**src/rtl/alu_pkg.sv**
```systemverilog
// ============================================================================
// alu_pkg : shared types and helpers for the serial flag generator
// Rev 1.0 : initial release
// ============================================================================
`default_nettype none

package alu_pkg;

    typedef enum logic [1:0] {
        IDLE = 2'd0,
        RUN  = 2'd1,
        DONE = 2'd2
    } sfg_state_t;

    typedef struct packed {
        logic n;
        logic v;
        logic c;
        logic z;
    } alu_flags_t;

    function automatic int ndig(input int width, input int digit);
        return width / digit;
    endfunction

endpackage

`default_nettype wire

```
**src/rtl/digit_adder.sv**
```systemverilog
// ============================================================================
// digit_adder : one DIGIT-wide slice of the serial adder, exposing the carry
//               into its top bit so the overflow flag can be formed
// Rev 1.0 : initial release
// ============================================================================
`default_nettype none

module digit_adder #(
    parameter int DIGIT = 8
) (
    input  logic [DIGIT-1:0] x,
    input  logic [DIGIT-1:0] y,
    input  logic             cin,
    output logic [DIGIT-1:0] sum,
    output logic             cout,
    output logic             c_msb_in
);

    logic [DIGIT:0] w_full;

    assign w_full   = {1'b0, x} + {1'b0, y} + {{DIGIT{1'b0}}, cin};
    assign sum      = w_full[DIGIT-1:0];
    assign cout     = w_full[DIGIT];
    // Top sum bit is x^y^carry_in, so the carry into it is recovered by XOR.
    assign c_msb_in = w_full[DIGIT-1] ^ x[DIGIT-1] ^ y[DIGIT-1];

endmodule

`default_nettype wire

```
**src/rtl/serial_flag_gen.sv**
```systemverilog
// ============================================================================
// serial_flag_gen : digit-serial add/subtract producing N/V/C/Z flags
//                   optional slt/sltu outputs under SERIAL_FLAG_SLT_EN
// Rev 1.0 : initial release
// ============================================================================
`default_nettype none

module serial_flag_gen
    import alu_pkg::*;
#(
    parameter int WIDTH = 32,
    parameter int DIGIT = 8
) (
    input  logic             clk,
    input  logic             rst_n,
    input  logic             start,
    input  logic             sub,
    input  logic [WIDTH-1:0] a,
    input  logic [WIDTH-1:0] b,
    output logic             busy,
    output logic             done,
    output logic [WIDTH-1:0] result,
`ifdef SERIAL_FLAG_SLT_EN
    output logic             slt,
    output logic             sltu,
`endif
    output logic             FlagN,
    output logic             FlagV,
    output logic             FlagC,
    output logic             FlagZ
);

    localparam int NDIG = ndig(WIDTH, DIGIT);
    localparam int CW   = (NDIG > 1) ? $clog2(NDIG) : 1;
    localparam logic [CW-1:0] LAST_CNT = CW'(NDIG - 1);

    generate
        if ((WIDTH % DIGIT) != 0) begin : g_bad_digit
            $error("serial_flag_gen: WIDTH must be a multiple of DIGIT");
        end
    endgenerate

    sfg_state_t       state_q,  state_d;
    logic [WIDTH-1:0] a_q,      a_d;
    logic [WIDTH-1:0] b_q,      b_d;
    logic             carry_q,  carry_d;
    logic [CW-1:0]    cnt_q,    cnt_d;
    logic [WIDTH-1:0] result_q, result_d;
    logic             zacc_q,   zacc_d;
    alu_flags_t       flags_q,  flags_d;
`ifdef SERIAL_FLAG_SLT_EN
    logic             slt_q,    slt_d;
    logic             sltu_q,   sltu_d;
`endif

    logic [DIGIT-1:0] w_sum;
    logic             w_cout;
    logic             w_cmsb;
    logic             w_last;
    logic [WIDTH-1:0] w_res_shift;

    digit_adder #(
        .DIGIT (DIGIT)
    ) u_digit_adder (
        .x        (a_q[DIGIT-1:0]),
        .y        (b_q[DIGIT-1:0]),
        .cin      (carry_q),
        .sum      (w_sum),
        .cout     (w_cout),
        .c_msb_in (w_cmsb)
    );

    // Digits enter at the top of result and walk down, landing in place after NDIG steps.
    generate
        if (NDIG == 1) begin : g_single_digit
            assign w_res_shift = w_sum;
        end else begin : g_multi_digit
            assign w_res_shift = {w_sum, result_q[WIDTH-1:DIGIT]};
        end
    endgenerate

    assign w_last = (cnt_q == LAST_CNT);

    always_comb begin
        state_d  = state_q;
        a_d      = a_q;
        b_d      = b_q;
        carry_d  = carry_q;
        cnt_d    = cnt_q;
        result_d = result_q;
        zacc_d   = zacc_q;
        flags_d  = flags_q;
`ifdef SERIAL_FLAG_SLT_EN
        slt_d    = slt_q;
        sltu_d   = sltu_q;
`endif
        case (state_q)
            IDLE, DONE: begin
                if (start) begin
                    state_d  = RUN;
                    a_d      = a;
                    b_d      = b ^ {WIDTH{sub}};
                    carry_d  = sub;
                    cnt_d    = '0;
                    result_d = '0;
                    zacc_d   = 1'b0;
                end else begin
                    state_d  = IDLE;
                end
            end
            RUN: begin
                a_d      = a_q >> DIGIT;
                b_d      = b_q >> DIGIT;
                carry_d  = w_cout;
                cnt_d    = cnt_q + 1'b1;
                result_d = w_res_shift;
                zacc_d   = zacc_q | (|w_sum);
                if (w_last) begin
                    state_d   = DONE;
                    flags_d.n = w_sum[DIGIT-1];
                    flags_d.v = w_cout ^ w_cmsb;
                    flags_d.c = w_cout;
                    flags_d.z = ~(zacc_q | (|w_sum));
`ifdef SERIAL_FLAG_SLT_EN
                    slt_d     = w_sum[DIGIT-1] ^ (w_cout ^ w_cmsb);
                    sltu_d    = ~w_cout;
`endif
                end
            end
            default: begin
                state_d = IDLE;
            end
        endcase
    end

    always_ff @(posedge clk or negedge rst_n) begin
        if (!rst_n) begin
            state_q  <= IDLE;
            a_q      <= '0;
            b_q      <= '0;
            carry_q  <= 1'b0;
            cnt_q    <= '0;
            result_q <= '0;
            zacc_q   <= 1'b0;
            flags_q  <= '0;
`ifdef SERIAL_FLAG_SLT_EN
            slt_q    <= 1'b0;
            sltu_q   <= 1'b0;
`endif
        end else begin
            state_q  <= state_d;
            a_q      <= a_d;
            b_q      <= b_d;
            carry_q  <= carry_d;
            cnt_q    <= cnt_d;
            result_q <= result_d;
            zacc_q   <= zacc_d;
            flags_q  <= flags_d;
`ifdef SERIAL_FLAG_SLT_EN
            slt_q    <= slt_d;
            sltu_q   <= sltu_d;
`endif
        end
    end

    assign busy   = (state_q == RUN);
    assign done   = (state_q == DONE);
    assign result = result_q;
    assign FlagN  = flags_q.n;
    assign FlagV  = flags_q.v;
    assign FlagC  = flags_q.c;
    assign FlagZ  = flags_q.z;
`ifdef SERIAL_FLAG_SLT_EN
    assign slt    = slt_q;
    assign sltu   = sltu_q;
`endif

endmodule

`default_nettype wire

```
**config.mk**
```make
export PLATFORM = sky130hd
export DESIGN_NAME = serial_flag_gen
export DESIGN_NICKNAME = d
export VERILOG_FILES = /design/src/rtl/alu_pkg.sv /design/src/rtl/digit_adder.sv /design/src/rtl/serial_flag_gen.sv
export SDC_FILE = /design/constraint.sdc
export NUM_CORES = 1
export LEC_CHECK = 0
export ABC_AREA = 1
export BUFFER_PORTS_ARGS = -buffer_cell sky130_fd_sc_hd__buf_4
export CELL_PAD_IN_SITES_DETAIL_PLACEMENT = 2
export CELL_PAD_IN_SITES_GLOBAL_PLACEMENT = 2
export CORE_ASPECT_RATIO = 0.7
export CORE_UTILIZATION = 35
export DETAILED_ROUTE_END_ITERATION = 12
export MAX_ROUTING_LAYER = met4
export PLACE_DENSITY = 0.8
export SYNTH_ARGS = -nofsm -noshare
export SYNTH_HDL_FRONTEND = slang
export SYNTH_SLANG_ARGS = --single-unit
export TNS_END_PERCENT = 20
```
**constraint.sdc**
```tcl
create_clock -name clk -period 3.3 [get_ports clk]
set_input_delay 0.165 -clock clk [delete_from_list [all_inputs] [get_ports clk]]
set_output_delay 0.165 -clock clk [all_outputs]
set_load 0.03 [all_outputs]
```
==> run metrics, run 1 <==
status complete, no violations; first-pass GRT wire length 24200 µm; post-CTS sizing 0; Synth Warn # 0; worst r2r src a_q[0]; Global Route Usage Sum 22.7%; Routed WL 14900 µm; Setup CP Type reg -> reg; largest net degree at the start of global routing 107; Sink Count 106; Post-DP HPWL 10400 µm; most common cell after layout, fill and taps aside nand2_1; Net Count, Synth 611; final setup fails 0; Worst setup endpoint zacc_q; Initial Util 36.6%; Final Hold Fails 0; cell area after synthesis 0.00491 mm²; sequential-to-total area share from yosys stat 54.0%; period utilization 71.4%; Psw 3030 µW; WL met3 498 µm; Static Leak 0.00302 µW; routed wl met2 7350 µm; Max Buffers Root-to-Sink 2; VDD IR max 0.000426 V; nets@finish 707; share of layout cells above drive strength 1 22.7%; Worst Skew 0.00910 ns; drt pass-1 iters 4; wl on met1 6870 µm; antenna viol nets, final 0; Hold Crit Class in -> reg; worst path arrival time 2.60 ns; fin crit period 2.36 ns; Synth Area per Inst 9.21 µm²; most frequent cells in the layout nand2_1, buf_4, dfrtp_1; Crit. End Element flop; core area 0.0134 mm²; vias in the first global route 4621; Yosys top cell area share 54.0%; num ports 106; Root Driver clkbuf_16; fmax 0.424 GHz; area grow syn2layout 25.8%; slew margin rel. 61.2%; post-synth cell types 29; final worst setup slack 0.944 ns; pre-CTS setup slack 0.980 ns; R2R Path End zacc_q; sequential share of power 33.0%; startpoint types flop; wire length per cell 18.2 µm; cts hold-fix bufs 1; worst slew pin tran 0.582 ns; routability cong. 0.848; CTS tree built; Clock power frac 17.0%; Worst Hold Launch a[13]; vias per inst 5.02; Slew Limit Fails 0; Combinational Power Share 50.0%; initial antenna violation count 0; crit path max fanout 3; Reg2Reg Depth 12; Syn Inst Count 533; die area 0.0145 mm²; total gr overflow 0; DRT iter0 DRCs 129; Worst Setup SP a_q[0]; pwr/cell area 1070 mW/mm²; CTS clk-pin slew, worst paths 0.08 ns; Setup TNS 0 ns; Die Span X 144 µm; chip height 101 µm; RSZ-0062 raised after global routing no; Fill cells 1505; Maximum Capacitance Violations 0; remaining routing DRC violations 0; leading area contributor after synthesis dfrtp_1; row count 35; Inserted Clock Buffers 9; I/O Buffers 105; Int Power 3590 µW; top cells by area, synth dfrtp_1, nand2_1, xnor2_1, inv_1, o22ai_1; FF-to-FF setup slack 0.94 ns; Max Used Layer met4; CP required 3.54 ns; Post-CTS Setup Bufs 0; register bit total from synthesis 106; switch share 45.8%; clock latency on the worst-skew pair 0.35 ns; number of H-tree levels 3; ant diodes 0; vias 4112
## worst min path at each step
stage | slack, ns | endpoint | cells past startpoint
after floorplan | -0.13 | FlagC | 0
after global placement | 0.29 | a_q[13] | 2
after detailed placement | 0.30 | a_q[21] | 2
after CTS | 0.03 | a_q[12] | 3
after global routing | 0.03 | a_q[12] | 3
final | 0.04 | a_q[13] | 3
## synth_stat cells
master and n:
nand3b_1 3, ha_1 8, nand3_1 33, fa_1 2, nand3_2 1, o211ai_1 13, nor3_1 1, nand2_2 8
a21oi_1 9, buf_2 18, a31oi_1 1, clkbuf_1 7, inv_2 3, nand2_1 151, clkbuf_8 1, a21oi_4 1
buf_4 2, o21ai_0 22, nor2_1 5, buf_1 1, dfrtp_1 106, xnor2_1 29, a21oi_2 1, o22ai_1 28
nor2_2 1, mux2i_1 1, a22o_1 8, o221ai_1 12, inv_1 57
## stage by stage
| stage | hold WS (ns) | util [%] | area, µm² | total power [µW] | instances |
|---|---|---|---|---|---|
| 4_1_cts | 0.0251 | 46.1 | 6180 | 6710 | 819 |
| 6_report | 0.0354 | 46.1 | 6180 | 6620 | 819 |
| 3_5_place_dp | 0.295 | 43.7 | 5860 | 5500 | 802 |
| 3_3_place_gp | 0.290 | 43.7 | 5860 | 5270 | 802 |
| 5_1_grt | 0.0268 | 46.1 | 6180 | 7090 | 819 |
| 2_1_floorplan | -0.131 | - | 4910 | 4380 | 533 |
## state kept, by name, summed over array words and instances (netlist names)
| register | cells |
|---|---|
| zacc_q | 1 |
| FlagC | 1 |
| carry_q | 1 |
| FlagZ | 1 |
| state_q | 2 |
| FlagV | 1 |
| b_q | 32 |
| a_q | 32 |
| result | 32 |
| cnt_q | 2 |
| FlagN | 1 |
## final cells by class
type	count	area (µm²)	share of cell area, %
well taps	185	231	3.75
repair buffers	114	871	14.1
inverters	60	225	3.65
multi-input cells	338	1890	30.6
flip-flops and latches	106	2650	42.9
clock inverters	7	83.8	1.36
clock buffers	9	225	3.65
## cells by family after synthesis
group | share of synthesized area (%)
simple gates | 17.2
flops | 54.0
compound gates | 12.9
buf+inv | 7.62
xor+xnor | 5.17
fa+ha+maj | 2.85
mux | 0.204
## power by group through the flow
stage / clock (µW) / combinational [µW] / sequential (µW)
6_report: 1130 / 3310 / 2190
5_1_grt: 1190 / 3650 / 2250
4_1_cts: 1160 / 3360 / 2200
3_5_place_dp: 0 / 3290 / 2220
3_3_place_gp: 0 / 3100 / 2180
2_1_floorplan: 0 / 1960 / 2420
## worst max-delay path: stages (launching register included)
cell and delay, ns:
dfrtp_1 0.32, inv_1 0.06, fa_1 0.47, fa_1 0.43
nand3b_1 0.20, nand2_1 0.14, nand2_1 0.08, nand2_1 0.08
nand3_1 0.09, nor2_1 0.12, nand2_1 0.09, nand2_1 0.08
nand2_1 0.07
## layer usage
| layer | vias up | track usage (%) |
|---|---|---|
| met3 | 13 | 4.04 |
| met5 | - | - |
| met4 | 0 | 5.73 |
| li1 | 1937 | - |
| met1 | 2089 | 27.6 |
| met2 | 73 | 39.1 |
Note: power is estimated with default switching activity, not from simulation.
==> run 2, diff against run 1 <==
--- a/config.mk
+++ b/config.mk
@@ -10,10 +10,10 @@
 export CELL_PAD_IN_SITES_DETAIL_PLACEMENT = 2
 export CELL_PAD_IN_SITES_GLOBAL_PLACEMENT = 2
 export CORE_ASPECT_RATIO = 0.7
-export CORE_UTILIZATION = 35
+export CORE_UTILIZATION = 33
 export DETAILED_ROUTE_END_ITERATION = 12
 export MAX_ROUTING_LAYER = met4
-export PLACE_DENSITY = 0.8
+export PLACE_DENSITY = 0.76
 export SYNTH_ARGS = -nofsm -noshare
 export SYNTH_HDL_FRONTEND = slang
 export SYNTH_SLANG_ARGS = --single-unit
==> constraint.sdc (replaced) <==
create_clock -name clk -period 2.2 [get_ports clk]
set_input_delay 0.11 -clock clk [delete_from_list [all_inputs] [get_ports clk]]
set_output_delay 0.11 -clock clk [all_outputs]
set_load 0.03 [all_outputs]
==> run 2 against run 1 <==
First-iteration DRC count increased by 23%. Clock power increased by 68%. Die area up 6.0%. Count of clock-buffer cells in the layout unchanged. Utilization fell by 0.16 points. Sequential cell count did not move. Power grew 56%. Combinational power grew 55%. Sequential share of layout area decreased by 2.4 points. Maximum frequency increased by 10%. Via count grew 4.3%. Critical path type unchanged. Largest power group unchanged.
==> run metrics, run 2 (synthesized netlist as in run 1, its figures left out) <==
status complete, no violations; Final Cell Area 0.00654 mm² (+5.9%); Worst Skew 0.00993 ns (+0.000823 ns); VDD IR max 0.000866 V (+100%); I/O Buffers 105 (unchanged); fmax 0.467 GHz (+10%); cell family with most CP delay simple AND/OR/NAND/NOR gates; Sink Count 106 (unchanged); CP peak stage delay 0.41 ns (-0.06 ns); nets@finish 736 (+4.1%); antenna viol nets, final 0 (unchanged); die area 0.0154 mm² (+6.0%); Final Hold Fails 0 (unchanged); Fill cells 1570 (+4.3%); core area 0.0142 mm² (+6.2%); Maximum Capacitance Violations 0 (unchanged); area grow syn2layout 33.2%; Power, Total 10300 µW (+56%); Slew Limit Fails 0 (unchanged); crit path max fanout 3 (unchanged); clock latency on the worst-skew pair 0.35 ns (about the same); largest net degree at the start of global routing 62 (-42%); Non-Filler Instances 853 (+4.2%); WP buf/inv 1 (unchanged); final setup fails 0 (unchanged); Inst Count DP 805 (+0.37%); first-pass GRT wire length 25700 µm (+6.5%); vias 4289 (+4.3%); Routed WL 15700 µm (+5.1%); remaining routing DRC violations 0 (unchanged); Hold Crit Class in -> reg; DRT iter0 DRCs 159 (+23%); RSZ-0062 raised after global routing yes; routability cong. 0.779 (-8.2%); Setup CP Type reg -> reg; worst path arrival time 2.38 ns (-0.22 ns); wire length per cell 18.4 µm (+0.90%); startpoint types flop; Inserted Clock Buffers 9 (unchanged); Global Route Usage Sum 22.1% (-0.58 points); pwr/cell area 1580 mW/mm² (+47%); row count 36 (+2.9%); ant diodes 0 (unchanged); Crit. End Element flop; most frequent cells in the layout nand2_1, buf_4, dfrtp_1; worst slew pin tran 1.15 ns (+0.568 ns); total gr overflow 0 (unchanged); Worst path slowest cell fa_2; drt pass-1 iters 4 (unchanged); chip height 104 µm (+2.9%); FF-to-FF setup slack 0.06 ns (-0.89 ns); vias per inst 5.03 (+0.15%); Static Leak 0.00316 µW (+4.7%); pre-CTS setup slack -0.0487 ns (-1.03 ns); vias in the first global route 4844 (+4.8%); Root Driver clkbuf_16; CTS clk-pin slew, worst paths 0.07 ns (about the same); num ports 106 (unchanged); CTS tree built; Max Buffers Root-to-Sink 2 (unchanged); fin crit period 2.14 ns (-0.215 ns); Initial Util 34.5% (-2.1 points); slew margin rel. 23.2% (-38 points); share of layout cells above drive strength 1 23.2% (+0.51 points); initial antenna violation count 0 (unchanged); Cell Chain, Critical Path inv_2 > fa_2 > fa_2 > nand3b_1 > nand2_2 > nand2_2 > nand2_2 > nand3_2 > nor2_1 > nand2_1 > nand2_1 > nand2_1; placed cell area 0.00585 mm² (-0.15%); period utilization 97.4% (+26 points); CP required 2.43 ns (-1.11 ns); most common cell after layout, fill and taps aside nand2_1; final worst setup slack 0.0580 ns (-0.885 ns); Post-DP HPWL 9950 µm (-4.3%); Die Span X 148 µm (+2.9%); number of H-tree levels 3 (unchanged)
==> run 2: repair_timing <==
action                                  in CTS  in global routing
gates cloned                                 0                  0
hold buffers                                29                  0
gates resized for setup                      2                  7
endpoints found under the setup margin       2                  4
endpoints found under the hold margin       73                  0
pin swaps                                    0                  9
setup buffers                                0                  3
==> run 2: routing by layer <==
| metal | vias up | part of all wire, % | track usage [%] |
|---|---|---|---|
| li1 | 1998 | - | - |
| met1 | 2188 | 45 | 27.7 |
| met2 | 80 | 51 | 37.3 |
| met3 | 23 | 2.9 | 3.64 |
| met4 | 0 | 1.5 | 5.08 |
| met5 | - | 0 | - |
==> run 2: worst register-to-register path, stage by stage (launching register included) <==
cell      delay (ns)
dfrtp_1         0.34
inv_2           0.05
fa_2            0.41
fa_2            0.38
nand3b_1        0.20
nand2_2         0.12
nand2_2         0.06
nand2_2         0.09
nand3_2         0.08
nor2_1          0.10
nand2_1         0.08
nand2_1         0.06
nand2_1         0.06
==> run 2: path summary, 6_finish.rpt <==
kind,endpoint,depth (start not counted),startpoint
setup / recovery,zacc_q,12,carry_q
hold reg to reg,result[3],2,result[3]
min in group asynchronous,a_q[21],2,rst_n
max in group asynchronous,b_q[1],3,rst_n
setup reg to reg,zacc_q,12,carry_q
hold / removal,a_q[1],3,a[1]
==> run 2: layout make-up <==
cell class	count	area [µm²]	share of cell area, %
multi-input cells	338	1910	29.3
clock buffers	9	225	3.44
flip-flops and latches	106	2650	40.6
repair buffers	143	1160	17.7
inverters	60	225	3.44
well taps	190	238	3.64
clock inverters	7	126	1.93
==> run 2: where the power goes <==
| part | switching, µW | total [µW] | internal (µW) |
|---|---|---|---|
| Clock | 771 | 1900 | 1130 |
| Sequential | 511 | 3300 | 2790 |
| Combinational | 3350 | 5140 | 1790 |
| Total | 4630 | 10300 | 5710 |
==> run 2: per-stage QoR <==
stage | hold WS, ns | TNS (ns) | utilization [%]
6_report | 0.00585 | 0 | 45.9
5_1_grt | 0.00508 | -0.164 | 45.9
4_1_cts | 0.00296 | 0 | 45.6
3_5_place_dp | 0.173 | -0.0894 | 41.1
3_3_place_gp | 0.160 | 0 | 41.1
2_1_floorplan | -0.186 | 0 | -
